File: src/rtl/wb_arbiter_if.sv
// Register-file write-port arbitration bus: pipeline writeback, late-unit
// handshake, merged write port and hazard/status outputs.
interface wb_arbiter_if;
  // Pipeline writeback (cannot be stalled in-cycle)
  logic        pipe_we;
  logic [4:0]  pipe_waddr;
  logic [31:0] pipe_wdata;
  // Long-latency unit result handshake
  logic        lu_valid;
  logic        lu_ready;
  logic [4:0]  lu_waddr;
  logic [31:0] lu_wdata;
  // Register-file write port
  logic        we;
  logic [4:0]  waddr;
  logic [31:0] wdata;
  // Hazard and status
  logic [31:0] pend;
  logic        stall_req;
  logic        err;

  // Arbiter view: owns the write port and status outputs
  modport master (
    input  pipe_we, pipe_waddr, pipe_wdata,
    input  lu_valid, lu_waddr, lu_wdata,
    output lu_ready,
    output we, waddr, wdata,
    output pend, stall_req, err
  );

  // Environment view: pipeline, late unit and register file
  modport slave (
    output pipe_we, pipe_waddr, pipe_wdata,
    output lu_valid, lu_waddr, lu_wdata,
    input  lu_ready,
    input  we, waddr, wdata,
    input  pend, stall_req, err
  );
endinterface

File: src/rtl/wb_arbiter.sv
// Writeback arbiter: sole driver of the register-file write port. The
// pipeline writeback has priority; late results wait in a small FIFO and are
// drained into idle slots. A starvation counter raises stall_req so the head
// eventually gets a slot, and pend exposes queued destinations for interlock.
module wb_arbiter #(
  parameter int DEPTH      = 4,  // late-result FIFO entries, power of two >= 2
  parameter int STARVE_MAX = 8   // blocked cycles before stall_req asserts
) (
  input  logic         clk,
  input  logic         rst,      // asynchronous, active-low
  wb_arbiter_if.master bus
);

  localparam int PTR_W = $clog2(DEPTH);
  localparam int CNT_W = PTR_W + 1;
  localparam int STV_W = $clog2(STARVE_MAX) + 1;
  localparam logic [STV_W-1:0] STARVE_TOP = STV_W'(STARVE_MAX - 1);

  // FIFO storage and bookkeeping
  logic [4:0]       fifo_addr [DEPTH];
  logic [31:0]      fifo_data [DEPTH];
  logic [DEPTH-1:0] slot_vld;
  logic [PTR_W-1:0] wr_ptr;
  logic [PTR_W-1:0] rd_ptr;
  logic [CNT_W-1:0] count;

  // Starvation tracking and status
  logic [STV_W-1:0] starve_cnt;
  logic             stall_q;
  logic             err_q;

  // Registered write port
  logic             we_q;
  logic [4:0]       waddr_q;
  logic [31:0]      wdata_q;

  // Per-cycle decisions
  logic             lu_ready_c;
  logic             pipe_req;
  logic             fifo_nonempty;
  logic             push;
  logic             pop;
  logic             sel_pipe;
  logic             err_set;
  logic             head_blocked;
  logic [31:0]      pend_c;

  // Accept readiness comes from the registered count only, so a same-cycle
  // pop never opens a slot for a same-cycle push.
  assign lu_ready_c    = (count < CNT_W'(DEPTH));
  assign pipe_req      = bus.pipe_we && (bus.pipe_waddr != 5'd0);
  assign fifo_nonempty = (count != '0);
  assign push          = bus.lu_valid && lu_ready_c && (bus.lu_waddr != 5'd0);

  // Pick the write source for this cycle: forced drain, pipeline, then FIFO.
  always_comb begin
    // NOTE: every output of this block gets a default first, so no path can
    // leave one unassigned and infer a latch.
    sel_pipe = 1'b0;
    pop      = 1'b0;
    err_set  = 1'b0;
    if (stall_q && fifo_nonempty) begin
      if (pipe_req) begin
        sel_pipe = 1'b1;  // pipeline cannot be held off; record the collision
        err_set  = 1'b1;
      end else begin
        pop = 1'b1;
      end
    end else if (pipe_req) begin
      sel_pipe = 1'b1;
    end else if (fifo_nonempty) begin
      pop = 1'b1;
    end
    head_blocked = fifo_nonempty && !pop;
  end

  // Payload write into the FIFO slot at the write pointer.
  // NOTE: payload storage has no reset; slot_vld and count say which slots
  // are live, so stale contents are never observed.
  always_ff @(posedge clk) begin
    if (push) begin
      fifo_addr[wr_ptr] <= bus.lu_waddr;
      fifo_data[wr_ptr] <= bus.lu_wdata;
    end
  end

  // FIFO pointers, occupancy and per-slot valid flags. Pointers wrap
  // naturally because DEPTH is a power of two. Push and pop can never target
  // the same slot: that would need the FIFO to be both empty and full.
  always_ff @(posedge clk or negedge rst) begin
    // NOTE: sequential state uses non-blocking assignment so every register
    // here updates from values sampled before the edge.
    if (!rst) begin
      wr_ptr   <= '0;
      rd_ptr   <= '0;
      count    <= '0;
      slot_vld <= '0;
    end else begin
      if (push) begin
        wr_ptr           <= wr_ptr + 1'b1;
        slot_vld[wr_ptr] <= 1'b1;
      end
      if (pop) begin
        rd_ptr           <= rd_ptr + 1'b1;
        slot_vld[rd_ptr] <= 1'b0;
      end
      count <= count + CNT_W'(push) - CNT_W'(pop);
    end
  end

  // Count consecutive cycles the head is held off and raise stall_req once
  // the limit is reached; sticky err records a pipeline write during a drain.
  always_ff @(posedge clk or negedge rst) begin
    if (!rst) begin
      starve_cnt <= '0;
      stall_q    <= 1'b0;
      err_q      <= 1'b0;
    end else begin
      if (!head_blocked) begin
        starve_cnt <= '0;
      end else if (starve_cnt != STARVE_TOP) begin
        starve_cnt <= starve_cnt + 1'b1;
      end
      stall_q <= head_blocked && (starve_cnt == STARVE_TOP);
      if (err_set) begin
        err_q <= 1'b1;
      end
    end
  end

  // Registered write port; address and data hold when nothing is written.
  always_ff @(posedge clk or negedge rst) begin
    if (!rst) begin
      we_q    <= 1'b0;
      waddr_q <= 5'd0;
      wdata_q <= 32'd0;
    end else if (sel_pipe) begin
      we_q    <= 1'b1;
      waddr_q <= bus.pipe_waddr;
      wdata_q <= bus.pipe_wdata;
    end else if (pop) begin
      we_q    <= 1'b1;
      waddr_q <= fifo_addr[rd_ptr];
      wdata_q <= fifo_data[rd_ptr];
    end else begin
      we_q    <= 1'b0;
    end
  end

  // Pending mask: OR of one-hot destinations of all live FIFO slots.
  always_comb begin
    pend_c = '0;
    for (int i = 0; i < DEPTH; i++) begin
      if (slot_vld[i]) begin
        pend_c[fifo_addr[i]] = 1'b1;
      end
    end
  end

  assign bus.lu_ready  = lu_ready_c;
  assign bus.we        = we_q;
  assign bus.waddr     = waddr_q;
  assign bus.wdata     = wdata_q;
  assign bus.pend      = pend_c;
  assign bus.stall_req = stall_q;
  assign bus.err       = err_q;

endmodule

File: src/flat_wrapper.sv
// flat-port wrapper written by rule: the top's interface ports become plain ports
module wb_arbiter_flat 
#(
  parameter int DEPTH      = 4,                                                
  parameter int STARVE_MAX = 8                                             
)
  (clk, rst, bus_pipe_we, bus_pipe_waddr, bus_pipe_wdata, bus_lu_valid, bus_lu_waddr, bus_lu_wdata, bus_lu_ready, bus_we, bus_waddr, bus_wdata, bus_pend, bus_stall_req, bus_err);
  wb_arbiter_if bus_i ();
  input  logic clk;
  input  logic rst;
  input wire logic [$bits(bus_i.pipe_we)-1:0] bus_pipe_we;
  input wire logic [$bits(bus_i.pipe_waddr)-1:0] bus_pipe_waddr;
  input wire logic [$bits(bus_i.pipe_wdata)-1:0] bus_pipe_wdata;
  input wire logic [$bits(bus_i.lu_valid)-1:0] bus_lu_valid;
  input wire logic [$bits(bus_i.lu_waddr)-1:0] bus_lu_waddr;
  input wire logic [$bits(bus_i.lu_wdata)-1:0] bus_lu_wdata;
  output wire logic [$bits(bus_i.lu_ready)-1:0] bus_lu_ready;
  output wire logic [$bits(bus_i.we)-1:0] bus_we;
  output wire logic [$bits(bus_i.waddr)-1:0] bus_waddr;
  output wire logic [$bits(bus_i.wdata)-1:0] bus_wdata;
  output wire logic [$bits(bus_i.pend)-1:0] bus_pend;
  output wire logic [$bits(bus_i.stall_req)-1:0] bus_stall_req;
  output wire logic [$bits(bus_i.err)-1:0] bus_err;
  assign bus_i.pipe_we = bus_pipe_we;
  assign bus_i.pipe_waddr = bus_pipe_waddr;
  assign bus_i.pipe_wdata = bus_pipe_wdata;
  assign bus_i.lu_valid = bus_lu_valid;
  assign bus_i.lu_waddr = bus_lu_waddr;
  assign bus_i.lu_wdata = bus_lu_wdata;
  assign bus_lu_ready = bus_i.lu_ready;
  assign bus_we = bus_i.we;
  assign bus_waddr = bus_i.waddr;
  assign bus_wdata = bus_i.wdata;
  assign bus_pend = bus_i.pend;
  assign bus_stall_req = bus_i.stall_req;
  assign bus_err = bus_i.err;
  wb_arbiter #(.DEPTH(DEPTH), .STARVE_MAX(STARVE_MAX)) u_core (.clk(clk), .rst(rst), .bus(bus_i));
endmodule
File: config.mk
export PLATFORM = sky130hd
export DESIGN_NAME = wb_arbiter_flat
export DESIGN_NICKNAME = d
export VERILOG_FILES = /design/src/rtl/wb_arbiter_if.sv /design/src/rtl/wb_arbiter.sv /design/src/flat_wrapper.sv
export SDC_FILE = /design/constraint.sdc
export NUM_CORES = 1
export LEC_CHECK = 0
export ABC_AREA = 1
export BUFFER_PORTS_ARGS = -buffer_cell sky130_fd_sc_hd__buf_2
export CAP_MARGIN = 20
export CORE_MARGIN = 3
export CORE_UTILIZATION = 57
export CTS_CLUSTER_SIZE = 28
export DETAILED_ROUTE_END_ITERATION = 10
export HOLD_SLACK_MARGIN = 0.03
export PLACE_DENSITY = 0.8
export SLEW_MARGIN = 20
export SYNTH_ARGS = -nofsm -noshare
export SYNTH_HDL_FRONTEND = slang
export SYNTH_SLANG_ARGS = --single-unit
File: constraint.sdc
create_clock -name clk -period 2.05 [get_ports clk]
set_input_delay 0.41 -clock clk [delete_from_list [all_inputs] [get_ports clk]]
set_output_delay 0.41 -clock clk [all_outputs]
set_load 0.02 [all_outputs]
Yosys cells after proc, flatten, opt, wreduce, memory -nomap -nowiden:

Memories as Yosys holds them, arrays and structs flattened.
Cells that the tools add are included.
Widths: inputs -> output; s select.

* memory bits (writable): 148
* latch bits: 0
* flip-flop bits (word level): 55
* word-level logic and storage cells: 90
* input port bits: 78
* memory bits (read-only): 0
* memories: 2

Memories
* u_core.fifo_data: words 4, width 32, rd ports 1, clocked after memory_dff 0, wr ports 1, RTL line wb_arbiter.sv:21 `logic [31:0] fifo_data [DEPTH];`
* u_core.fifo_addr: words 4, width 5, rd ports 5, clocked after memory_dff 0, wr ports 1, RTL line wb_arbiter.sv:20 `logic [4:0] fifo_addr [DEPTH];`

* equal/unequal tests: 3
* add/subtract/negate cells: 5
* bitwise operators: 6
* shift operators: 0
* multiply operators: 0
* reduce and logical (&&, ||, !) cells: 17
* divide/modulo/power cells: 0
* magnitude comparators: 13
* muxes and demuxes: 34

Operators by type and width (number)
* $mux 32: 6
* $or 32x32->32: 3
* $lt 5x6->1 const B: 4
* $demux 1 s5: 4
* $ge 5x1->1 const B: 4
* $mux 1: 16
* $mux 4: 4
* $logic_and 1x1->1: 12
* $mux 5: 2
* $reduce_bool 5->1: 2
* $lt 2x3->1 const B: 2
* $add 2x1->2 const B: 2
* $add 4x1->4 const B: 1
* $and 4x4->4: 1
* $demux 1 s2: 2
* $eq 4x3->1 const B: 1
* $ge 2x1->1 const B: 2
* $ne 4x3->1 const B: 1
* $not 4->4: 1
* $or 4x4->4: 1
* $add 3x1->3: 1
* $lt 3x3->1 const B: 1
* $reduce_bool 3->1: 1
* $sub 3x1->3: 1
* other kinds (3): 3

Logic depth before layout (Yosys ltp):

* word-level depth: 11
* mapped depth: 10
* gate-level depth less buffers: 9

Worst setup path after synthesis:

OpenSTA, ideal clock, no wires.

* kind: input port to flip-flop
* start point: in bus_pipe_waddr[3]
* end point: reg u_core.count[2]
* stages: 10
* setup slack: 0.000 ns
* required time: 1.921 ns
* data arrival time: 1.922 ns
* path through: nor2_2 nand3_4 nand2_2 buf_6 buf_6 o21ai_0 ha_1 fa_1 xnor2_1 xor2_1

* cells in the longest elaborated chain, start to end: 5
* elaborated cells between the ends (all ways): 6
* those cells by class: add/sub (1); mux (3); reduce/logical (2)

Ends and longest elaborated chain
* from (decl): RTL line flat_wrapper.sv:12 `input wire logic [$bits(bus_i.pipe_waddr)-1:0] bus_pipe_waddr;`
* $reduce_bool 5->1 (*): RTL line wb_arbiter.sv:51 `assign pipe_req = bus.pipe_we && (bus.pipe_waddr != 5'd0);`
* $logic_and 1x1->1 (*): RTL line wb_arbiter.sv:51
* $mux 1 (on tied branches): RTL line wb_arbiter.sv:69, wb_arbiter.sv:63
* $mux 1 (*): RTL line wb_arbiter.sv:62 `if (stall_q && fifo_nonempty) begin`
* $sub 3x1->3 (*): RTL line wb_arbiter.sv:107 `count <= count + CNT_W'(push) - CNT_W'(pop);`
* to (signal assigned): RTL line wb_arbiter.sv:107
* to (decl): RTL line wb_arbiter.sv:25 `logic [CNT_W-1:0] count;`

Every way passes the cells marked *; elsewhere a longest branch is shown, timed or not.
A chain may end at the register's enable or synchronous reset.

==> impl_metrics.json <==
{
  "seqPwrFrac": 0.378,
  "crit_path_max_fanout": 4,
  "whs_path_depth": 1,
  "switching_share": 0.387,
  "area_growth_pct": 26.9,
  "wl_um": 28600,
  "rsz0062_at_grt": "yes",
  "rrSetupSlack_ns": 0.20,
  "hold_path_end": "u_core.fifo_data[1][15]",
  "core-area_mm2": 0.0169,
  "drv_slew": 0,
  "io_buffer_count": 150,
  "worst_pin_slew_ns": 0.660,
  "yosys_warnings": 0,
  "cts.clk_slew.worst_paths_ns": 0.06,
  "die_x_um": 138,
  "initial_utilization": 0.592,
  "violations": "DRC, setup timing",
  "final_layout_size_suffix_gt1_frac": 0.264,
  "vias_per_cell": 5.77,
  "syn_avg_cell_area_um2": 8.94,
  "fillers": 1073,
  "worstPathRequired_ns": 1.64,
  "hold_class": "input port to flop",
  "synth_nets": 1206,
  "gp_congestion": 0.948,
  "cts_sinks": 203,
  "drc_errors": 2,
  "switching_power_mw": 5.89,
  "synthTopCellsByArea": "edfxtp_1, dfrtp_1, nand3_1, nand2_1, inv_1",
  "nNetsFinal": 1407,
  "rows": 47,
  "die_y_um": 138,
  "reg2reg_to": "u_core.bus.wdata[16]",
  "maxSlewHeadroom": 0.560,
  "overflow": 0,
  "power_frac_clock": 0.240,
  "hold_violations": 0,
  "netlist_area_mm2": 0.00999,
  "p_int_mw": 9.34,
  "drtIter0Drc": 1024,
  "insertion_delay_ns": 0.50,
  "antenna_found_initial": 0,
  "reg2reg_depth": 7,
  "leakage_nw": 5.93,
  "htree_levels": 1,
  "grt_max_degree": 62,
  "fmax_mhz": 441,
  "hold_start": "bus_lu_wdata[15]",
  "synth_largest_area_cell": "edfxtp_1",
  "final_core_util": 0.751,
  "cts_buffer_depth": 3,
  "setup_violations": 32,
  "antenna_left": 0,
  "track_usage": 0.277,
  "power.density_mw_per_mm2": 1200,
  "first_global_vias": 8507,
  "synth_seq_cells": 203,
  "crit_arrival_ns": 1.86,
  "placed_cell_area_mm2": 0.0111,
  "num_vias": 8964,
  "synth_cell_type_count": 27,
  "crit_path_start_kind": "flop",
  "final_area_mm2": 0.0127,
  "status": "complete, but fails checks",
  "numCtsBuffers": 21,
  "finalCritPeriodShare": 1.11,
  "r2r_start": "u_core.count[1]",
  "firstDrtPassIters": 9,
  "seq_area_frac_synth": 0.583,
  "ios": 151,
  "skew_ns": 0.0131,
  "drv_cap": 0,
  "critical_path_class": "flop to primary output",
  "cts_root_buf": "clkbuf_16",
  "post_drt_wl_per_cell_um": 18.4,
  "grt_pass1_wl_um": 43300,
  "comb_power_share": 0.381,
  "dieArea_mm2": 0.0192,
  "timing.final.crit_period_ns": 2.27,
  "crit_path_end_kind": "primary output",
  "syn_inst": 1117,
  "tritoncts": "built",
  "vdd_drop_max_mv": 0.852,
  "synth_top_area_frac": 0.445,
  "hpwlAfterDp_um": 16800,
  "setup_ws_ns": -0.219
}
==> what timing repair did <==
action / in CTS / in global routing
resized for setup: 100 / 64
pin swaps: 13 / 23
hold buffers: 1 / 0
setup buffers: 28 / 10
hold endpoints to repair: 55 / 0
setup endpoints to repair: 32 / 32
cloned: 0 / 0
==> Yosys cell counts <==
cell	number
o21bai_1	1
fa_1	1
nand4_1	3
clkbuf_1	13
nand3_1	260
o21a_1	6
nand2_2	1
nand3_4	1
ha_1	10
nor2_2	2
nor3_1	16
inv_2	1
nand2_1	253
buf_2	29
edfxtp_1	148
a21oi_1	52
nor2_1	59
xnor2_1	1
o21ai_0	5
xor2_1	3
inv_1	178
buf_6	6
dfrtp_1	55
nor3_2	7
nand3b_1	1
or2_2	4
buf_4	1
==> worst max-delay path, stage by stage, from the launching register on <==
cell and delay (ns):
edfxtp_1 0.45, buf_6 0.18, nor3_4 0.30, nand2_1 0.10, o21a_1 0.12, nand2_1 0.09
buf_6 0.12
==> area by class of cell <==
class                   instances  area (µm²)  share of cell area
diodes                          1        2.50            0.000197
clock buffers                  24         537              0.0423
clock inverters                13         123             0.00967
inverters                     179         677              0.0534
multi-input cells             686        3660               0.288
flip-flops and latches        203        5820               0.459
well taps                     220         275              0.0217
repair buffers                227        1590               0.125
==> power groups by stage <==
stage                     Clock, mW  Combinational [mW]  Sequential (mW)
after floorplan                   0                3.06             6.14
after global placement            0                5.10             5.74
after detailed placement          0                5.26             5.76
after CTS                      3.71                5.59             5.72
after global routing           3.89                6.31             5.83
final                          3.66                5.81             5.76
==> layer usage <==
layer | up-vias | global-route usage | routed length [µm]
met1 | 4212 | 0.352 | 10800
met4 | 0 | 0.108 | 1080
met2 | 544 | 0.479 | 14200
met5 | - | 0 | 0
li1 | 4075 | - | -
met3 | 133 | 0.0459 | 2610
==> through the flow <==
step / setup TNS, ns / std cells / setup slack, ns / total power, mW / hold slack [ns]
6_report: -4.56 / 1553 / -0.219 / 15.2 / 0.133
5_1_grt: -6.02 / 1552 / -0.254 / 16.0 / 0.121
4_1_cts: -1.83 / 1542 / -0.105 / 15.0 / 0.115
3_5_place_dp: 0 / 1476 / 0.0936 / 11.0 / 0.443
3_3_place_gp: 0 / 1476 / 0.136 / 10.8 / 0.439
2_1_floorplan: 0 / 1117 / 0.00290 / 9.19 / 0.114
==> kinds of logic after synthesis <==
family,Yosys count,share of synthesized area
AOI/OAI and AO/OA,64,0.0338
xor gates and xnor gates,4,0.00351
adders and majority gates,11,0.0145
buffers and inverters,228,0.0942
DFF,203,0.583
and+or+nand+nor,607,0.271
==> how the worst max path moves through the flow <==
stage / startpoint / end / slack (ns)
CTS: u_core.fifo_addr[2][2] / bus_pend[0] / -0.11
floorplan: bus_pipe_waddr[3] / u_core.count[2] / 0.003
finish: u_core.fifo_addr[3][3] / bus_pend[4] / -0.22
global route: u_core.fifo_addr[3][3] / bus_pend[4] / -0.25
detailed placement: bus_pipe_waddr[3] / u_core.count[2] / 0.09
global placement: bus_lu_waddr[4] / u_core.count[2] / 0.14
==> registers in the layout (all words and copies together), names as in the netlist <==
signal,count
u_core.fifo_data,128
u_core.bus.wdata,32
u_core.fifo_addr,20
u_core.bus.waddr,5
u_core.slot_vld,4
u_core.starve_cnt,4
u_core.count,3
u_core.rd_ptr,2
u_core.wr_ptr,2
u_core.bus.err,1
u_core.bus.stall_req,1
u_core.bus.we,1
==> cell usage in the layout, fill, tap and decap left out, types with 3 or more instances in the layout <==
cell | netlist | layout
buf_6 | 6 | 30
clkinvlp_4 | 0 | 3
dfrtp_1 | 55 | 52
dfrtp_2 | 0 | 3
xor2_1 | 3 | 3
o21ai_0 | 5 | 5
buf_4 | 1 | 67
inv_2 | 1 | 20
clkinv_1 | 0 | 7
nand2_1 | 253 | 253
nand4_1 | 3 | 3
nor3_2 | 7 | 10
clkbuf_16 | 0 | 21
buf_2 | 29 | 123
ha_1 | 10 | 10
clkbuf_1 | 13 | 3
o21a_1 | 6 | 6
a21oi_2 | 0 | 11
nand3_4 | 1 | 13
nand3_2 | 0 | 9
nand3_1 | 260 | 239
a21oi_1 | 52 | 41
buf_12 | 0 | 6
or2_4 | 0 | 3
inv_1 | 178 | 153
nor2_1 | 59 | 52
edfxtp_1 | 148 | 148
clkinv_2 | 0 | 4
nor2_2 | 2 | 9
nor3_4 | 0 | 13
Power figures use the tool's default switching activity.
